`config.mk`:
```
export PLATFORM = sky130hd
export DESIGN_NAME = fft16_output_reorder
export DESIGN_NICKNAME = d
export VERILOG_FILES = /design/src/rtl/fft16_output_reorder.sv
export SDC_FILE = /design/constraint.sdc
export NUM_CORES = 2
export LEC_CHECK = 0
export BUFFER_PORTS_ARGS = -buffer_cell sky130_fd_sc_hd__clkbuf_2
export CORE_ASPECT_RATIO = 0.6
export CORE_MARGIN = 2
export CORE_UTILIZATION = 60
export DETAILED_ROUTE_END_ITERATION = 10
export GPL_TIMING_DRIVEN = 0
export PLACE_DENSITY = 0.78
export REMOVE_ABC_BUFFERS = 1
export SKIP_LAST_GASP = 1
export SLEW_MARGIN = 20
export SYNTH_ARGS = -nofsm -noshare
export SYNTH_HDL_FRONTEND = slang
export SYNTH_SLANG_ARGS = --single-unit
```
`constraint.sdc`:
```
create_clock -name clk -period 10.1 [get_ports clk]
set_input_delay 0.505 -clock clk [delete_from_list [all_inputs] [get_ports clk]]
set_output_delay 0.505 -clock clk [all_outputs]
set_load 0.005 [all_outputs]
```
`src/rtl/fft16_output_reorder.sv`:
```
// fft16_output_reorder: converts 4-lane radix-4 FFT beats into a natural-order serial bin stream
// using two ping-pong frame banks.
module fft16_output_reorder #(
    parameter int DATA_W = 32
) (
    input  logic              clk,
    input  logic              reset,
    input  logic              in_valid,
    output logic              in_ready,
    input  logic [DATA_W-1:0] in_0_real,
    input  logic [DATA_W-1:0] in_1_real,
    input  logic [DATA_W-1:0] in_2_real,
    input  logic [DATA_W-1:0] in_3_real,
    input  logic [DATA_W-1:0] in_0_im,
    input  logic [DATA_W-1:0] in_1_im,
    input  logic [DATA_W-1:0] in_2_im,
    input  logic [DATA_W-1:0] in_3_im,
    output logic              out_valid,
    input  logic              out_ready,
    output logic [DATA_W-1:0] out_real,
    output logic [DATA_W-1:0] out_im,
    output logic [3:0]        out_index,
    output logic              out_last
);
    logic [2*DATA_W-1:0] mem [0:31];
    logic [1:0] full, set_m, clr_m, wbeat;
    logic       wbank, rbank, in_acc, out_acc;
    logic [3:0] ridx;

    always_comb begin
        in_ready  = !full[wbank];
        out_valid = full[rbank];
        in_acc    = in_valid && in_ready;
        out_acc   = out_valid && out_ready;
        // set and clear can never hit the same bank: set needs it empty, clear needs it full
        set_m     = (in_acc && wbeat == 2'd3) ? (wbank ? 2'b10 : 2'b01) : 2'b00;
        clr_m     = (out_acc && ridx == 4'd15) ? (rbank ? 2'b10 : 2'b01) : 2'b00;
        {out_real, out_im} = out_valid ? mem[{rbank, ridx}] : '0;
        out_index = ridx;
        out_last  = out_valid && ridx == 4'd15;
    end

    // lane l of beat b holds bin 4*l+b
    always_ff @(posedge clk) begin
        if (in_acc) begin
            mem[{wbank, 2'd0, wbeat}] <= {in_0_real, in_0_im};
            mem[{wbank, 2'd1, wbeat}] <= {in_1_real, in_1_im};
            mem[{wbank, 2'd2, wbeat}] <= {in_2_real, in_2_im};
            mem[{wbank, 2'd3, wbeat}] <= {in_3_real, in_3_im};
        end
    end

    always_ff @(posedge clk) begin
        if (reset) begin
            full  <= 2'b00;
            wbank <= 1'b0;
            wbeat <= 2'd0;
            rbank <= 1'b0;
            ridx  <= 4'd0;
        end else begin
            if (in_acc) begin
                wbeat <= wbeat + 2'd1;
                if (wbeat == 2'd3) wbank <= ~wbank;
            end
            if (out_acc) begin
                ridx <= ridx + 4'd1;
                if (ridx == 4'd15) rbank <= ~rbank;
            end
            full <= (full | set_m) & ~clr_m;
        end
    end
endmodule

```
== After elaboration in Yosys (flattened, before gate mapping) ==
Memories as Yosys holds them, arrays and structs flattened.
Index checks and enable logic that the tools add are counted.
Widths: inputs -> output; s select.

* Add/sub/neg operators: 2
* $lt $le $gt $ge: 2
* Equality and inequality tests: 2
* Multiplexer cells: 11
* Bitwise gates (word level): 5
* Reduce and logical (&&, ||, !) cells: 8

{| class="wikitable"
|+ Operators by type and width
! cell !! number
|-
| $mux 64 || 1
|-
| $mux 2 || 4
|-
| $mux 1 || 6
|-
| $logic_and 1x1->1 || 5
|-
| $add 4x1->4 const B || 1
|-
| $eq 4x4->1 const B || 1
|-
| $lt 1x2->1 const B || 2
|-
| $reduce_and 2->1 || 2
|-
| $add 2x1->2 const B || 1
|-
| $and 2x2->2 || 1
|-
| $eq 2x2->1 const B || 1
|-
| $not 1->1 || 2
|-
| $not 2->2 || 1
|-
| $or 2x2->2 || 1
|-
| $logic_not 1->1 || 1
|}

* Register bits after elaboration: 10
* Memory bits (writable): 2048
* Bits of input ports: 260
* Output and inout bits: 71
* Word-level logic and storage cells: 36
* Memories: 1

{| class="wikitable"
|+ Memories
! name !! words !! bits a word !! rd ports !! clocked after Yosys merged registers in !! wr ports !! line !! RTL
|-
| mem || 32 || 64 || 1 || 0 || 4 || 25 || <nowiki>logic [2*DATA_W-1:0] mem [0:31];</nowiki>
|}

== Logic depth before layout (Yosys ltp) ==
* Depth after elaboration: 8
* Gate-level depth with buffers: 10
* Depth with buffers taken out: 7

== Least setup slack after synthesis ==
Ideal clock, no wire load.

* Path kind: register to register
* Start point: register wbank
* End point: memory mem[0][0] (netlist name), enable pin
* Library setup time: 0.650 ns
* Arrival time: 6.901 ns
* Data required time: 9.450 ns
* Setup slack: 2.548 ns
* Cell stages (with the launch flop): 5
* Buffers on the path: 0
* Clock period less this slack: 7.552 ns
* Cells stage by stage: dfxtp_1 -> mux2i_1 -> nand2_1 -> nor2_1 -> and2_1

{| class="wikitable"
|+ RTL lines
! element !! line !! RTL
|-
| from (decl) || 27 || <nowiki>logic wbank, rbank, in_acc, out_acc;</nowiki>
|-
| from (signal assigned) || 63 || <nowiki>if (wbeat == 2'd3) wbank <= ~wbank;</nowiki>
|-
| to (decl) || 25 ||
|}

== Worst setup path in the final report ==
* Start point: register ridx[0], in the netlist out_index[0]
* End point: output port out_real[22]

* Longest elaborated chain between the ends: 2

{| class="wikitable"
|+ Ends and longest elaborated chain
! element !! line !! RTL
|-
| from (decl) || 28 || <nowiki>logic [3:0] ridx;</nowiki>
|-
| from (signal assigned) || 66 || <nowiki>ridx <= ridx + 4'd1;</nowiki>
|-
| $mem_v2 32x64 || n/a ||
|-
| $mux 64 || 38 || <nowiki>{out_real, out_im} = out_valid ? mem[{rbank, ridx}] : '0;</nowiki>
|-
| to (decl) || 20 || <nowiki>output logic [DATA_W-1:0] out_real,</nowiki>
|}

Every way passes these cells.

==> metrics.cfg <==
[clock_tree]
clk_pin_slew_ns=0.07
cts_tree=built
cts_resized=0
clk_latency_ns=0.79
cts_inserted_buffers=176
clock_path_buffers=3
clock-sinks=2058
cts_htree_levels=4
root_buffer=clkbuf_16

[logic_synthesis]
yosys_warnings=0
netlist_top_cells_area=edfxtp_1 78%, mux4_2 10%, mux2i_1 3.7%, mux2_2 0.73%, a211oi_2 0.65%
yosysTopAreaCell=edfxtp_1
synthArstFlopShare_pct=0
ys_ff_latch=2058
synth_edf_count=2048
synth_cell_types=45
seq_area_frac_synth_pct=78.1
synth_ff_type=edfxtp_1
synthCells=3557
synth_most_common_cell=edfxtp_1
synth_area_sq_mm=0.0790
synth_commonest_cells=2,048 x edfxtp_1, 355 x mux4_2, 291 x mux2i_1
synth_top_area_share_pct=77.8
synth.avg_cell_area_sq_um=22.2

[status]
status=completed

[floorplanning]
die_area_sq_mm=0.135
pin_count=331
initial_core_util_pct=60.3
core_sq_mm=0.131
die_w_um=472
dieHeight_um=285
num_rows=103

[timing]
finalCritPeriodShare_pct=47.5
fin_ws_ns=5.30
worstMarginPinSlew_ns=1.11
fin_skew_ns=0.0321
setup_violations=0
period_needed_ns=4.80
slew_headroom_pct=25.9
rsz0062_at_grt=false
hold_violations=0
final-max-slew-violation-count=0
fmaxAchievable_ghz=0.208
hold_ws_ns=0.109

[final_layout]
drive_above_1_share_pct=27.9
layout.cells.non_filler=6120
multiInputGateArea_sq_mm=0.0161
fillerInstances=7498
num-nets-final=4498
syn_to_final_growth_pct=17.6
seq_area_sq_mm=0.0617

[setup_path]
cp.arrival_ns=4.29
cpPeakStageDelay_ns=0.62
critPathKind=register to output pin
crit_family=buffers and inverters
worstPathRequired_ns=9.60
path_depth=10
ff2ff_path_depth=7
path_buf_inv=6
critPathMaxFanout=35
critPathCaptureType=output pin
crit_chain=buf_12 > buf_16 > buf_12 > buf_16 > buf_12 > mux4_2 > a22o_1 > a2111oi_2 > a211oi_2 > clkbuf_2
crit_path_frequent_cell=buf_12
crit_path_start_kind=register
critical_path.slowest_cell=dfxtp_4

[pwr]
p_leak_nw=29.0
p_per_area_mw_per_mm2=183
peakVddDrop_mv=0.160

[worst_hold_path]
min_path_type=primary input to register
min_path_cells=3

[grt]
grt_start_max_net_pins=63
antenna_found_initial=25
grt-busiest-layer=met2
use_met2_pct=43.0
use_met1_pct=39.1
grt_pass1_wl_um=267000
gr-usage-all-layers_pct=26.9
gr-total-overflow=0
grt_pass1_vias=41016
grt_use_met3_pct=4.94

[place]
io_buffers=330
dpl.cell_count=5528
place_congestion=0.726
pre_cts_ws_ns=6.04
dp_hpwl_um=102000

[route]
via_count=39415
drcViolationCount=0
viasPerCell=6.44
drtPass1Iterations=8
drt_wl_total_um=179000
drt-initial-drc-count=4182
drt-wirelength-per-cell_um=29.3
final_antenna_net_count=0

[flow_run]
cap_violations=0

==> tightest hold or removal path, delay by kind of cell <==
family                 cells  cell delay (ns)
AO/OA/AOI/OAI              1             0.08
AND/OR/NAND/NOR            1             0.12
buffers and inverters      1             0.14
==> logic make-up after synthesis <==
| family | Yosys count | synth area share (%) |
|---|---|---|
| compound gates | 436 | 4.63 |
| xor+xnor | 5 | 0.0554 |
| fa+ha+maj | 5 | 0.0792 |
| buf+inv | 217 | 1.62 |
| flops | 2058 | 78.1 |
| mux | 719 | 14.8 |
| simple gates | 117 | 0.667 |
==> layer usage <==
metal / routed length, um / part of all wire, % / up-vias
li1: - / - / 16541
met1: 72800 / 41 / 20713
met2: 87700 / 49 / 1832
met3: 14700 / 8.2 / 315
met4: 3940 / 2.2 / 14
met5: 86 / 0.048 / -
==> layout by cell type (no fill, tap or decap), types with 38 or more instances in the layout <==
cell type,Yosys,routed
a22o_1,38,38
clkbuf_2,0,330
mux2_2,51,51
edfxtp_1,2048,2048
a22oi_1,62,62
o221ai_1,41,41
dlygate4sd3_1,0,259
a211oi_2,41,41
mux4_2,355,355
mux2i_1,291,291
o22ai_1,56,56
clkbuf_16,0,177
clkinv_1,0,39
a21oi_1,71,70
clkinv_2,0,41
buf_16,0,78
==> power breakdown <==
part / leakage, nW / total (mW) / internal, mW / switching (mW)
Combinational: 7.53 / 0.642 / 0.268 / 0.374
Clock: 2.75 / 6.65 / 3.60 / 3.05
Sequential: 18.7 / 9.66 / 9.62 / 0.0468
Total: 29.0 / 16.9 / 13.5 / 3.47
==> sequential cells by signal (all words and copies together), names as in the netlist <==
register	cells
full	2
wbank	1
out_index	4
rbank	1
wbeat	2
mem	2048
==> final timing paths <==
kind / startpoint / endpoint / slack [ns]
setup / recovery: out_index[0] / out_real[22] / 5.30
hold reg to reg: wbeat[1] / wbeat[1] / 0.59
hold / removal: in_valid / wbeat[1] / 0.11
setup reg to reg: wbank / mem[6][46] / 6.58
==> final cells by class <==
cell class | instances | area share (%)
clock inverter | 116 | 1.17
tap | 1732 | 2.33
clock buffer | 202 | 4.87
sequential | 2058 | 66.5
inverter | 5 | 0.0283
timing repair buffer | 710 | 7.74
multi-input combinational | 1282 | 17.4
antenna | 15 | 0.0404
==> timing repair <==
item,CTS,global route
setup buffers,0,0
hold endpoints to repair,2054,0
hold buffers,259,0
==> metrics by stage <==
| stage | util [%] | power [mW] | instance area [sq um] | TNS, ns |
|---|---|---|---|---|
| finish | 70.9 | 16.9 | 92900 | 0 |
| global route | 70.8 | 17.4 | 92900 | 0 |
| CTS | 70.8 | 17.1 | 92800 | 0 |
| detailed placement | 64.6 | 10.4 | 84600 | 0 |
| global placement | 62.2 | 10.5 | 81600 | -8909.03 |
| floorplan | - | 10.2 | 77700 | -1037.59 |
Note: power is estimated with default switching activity, not from simulation.
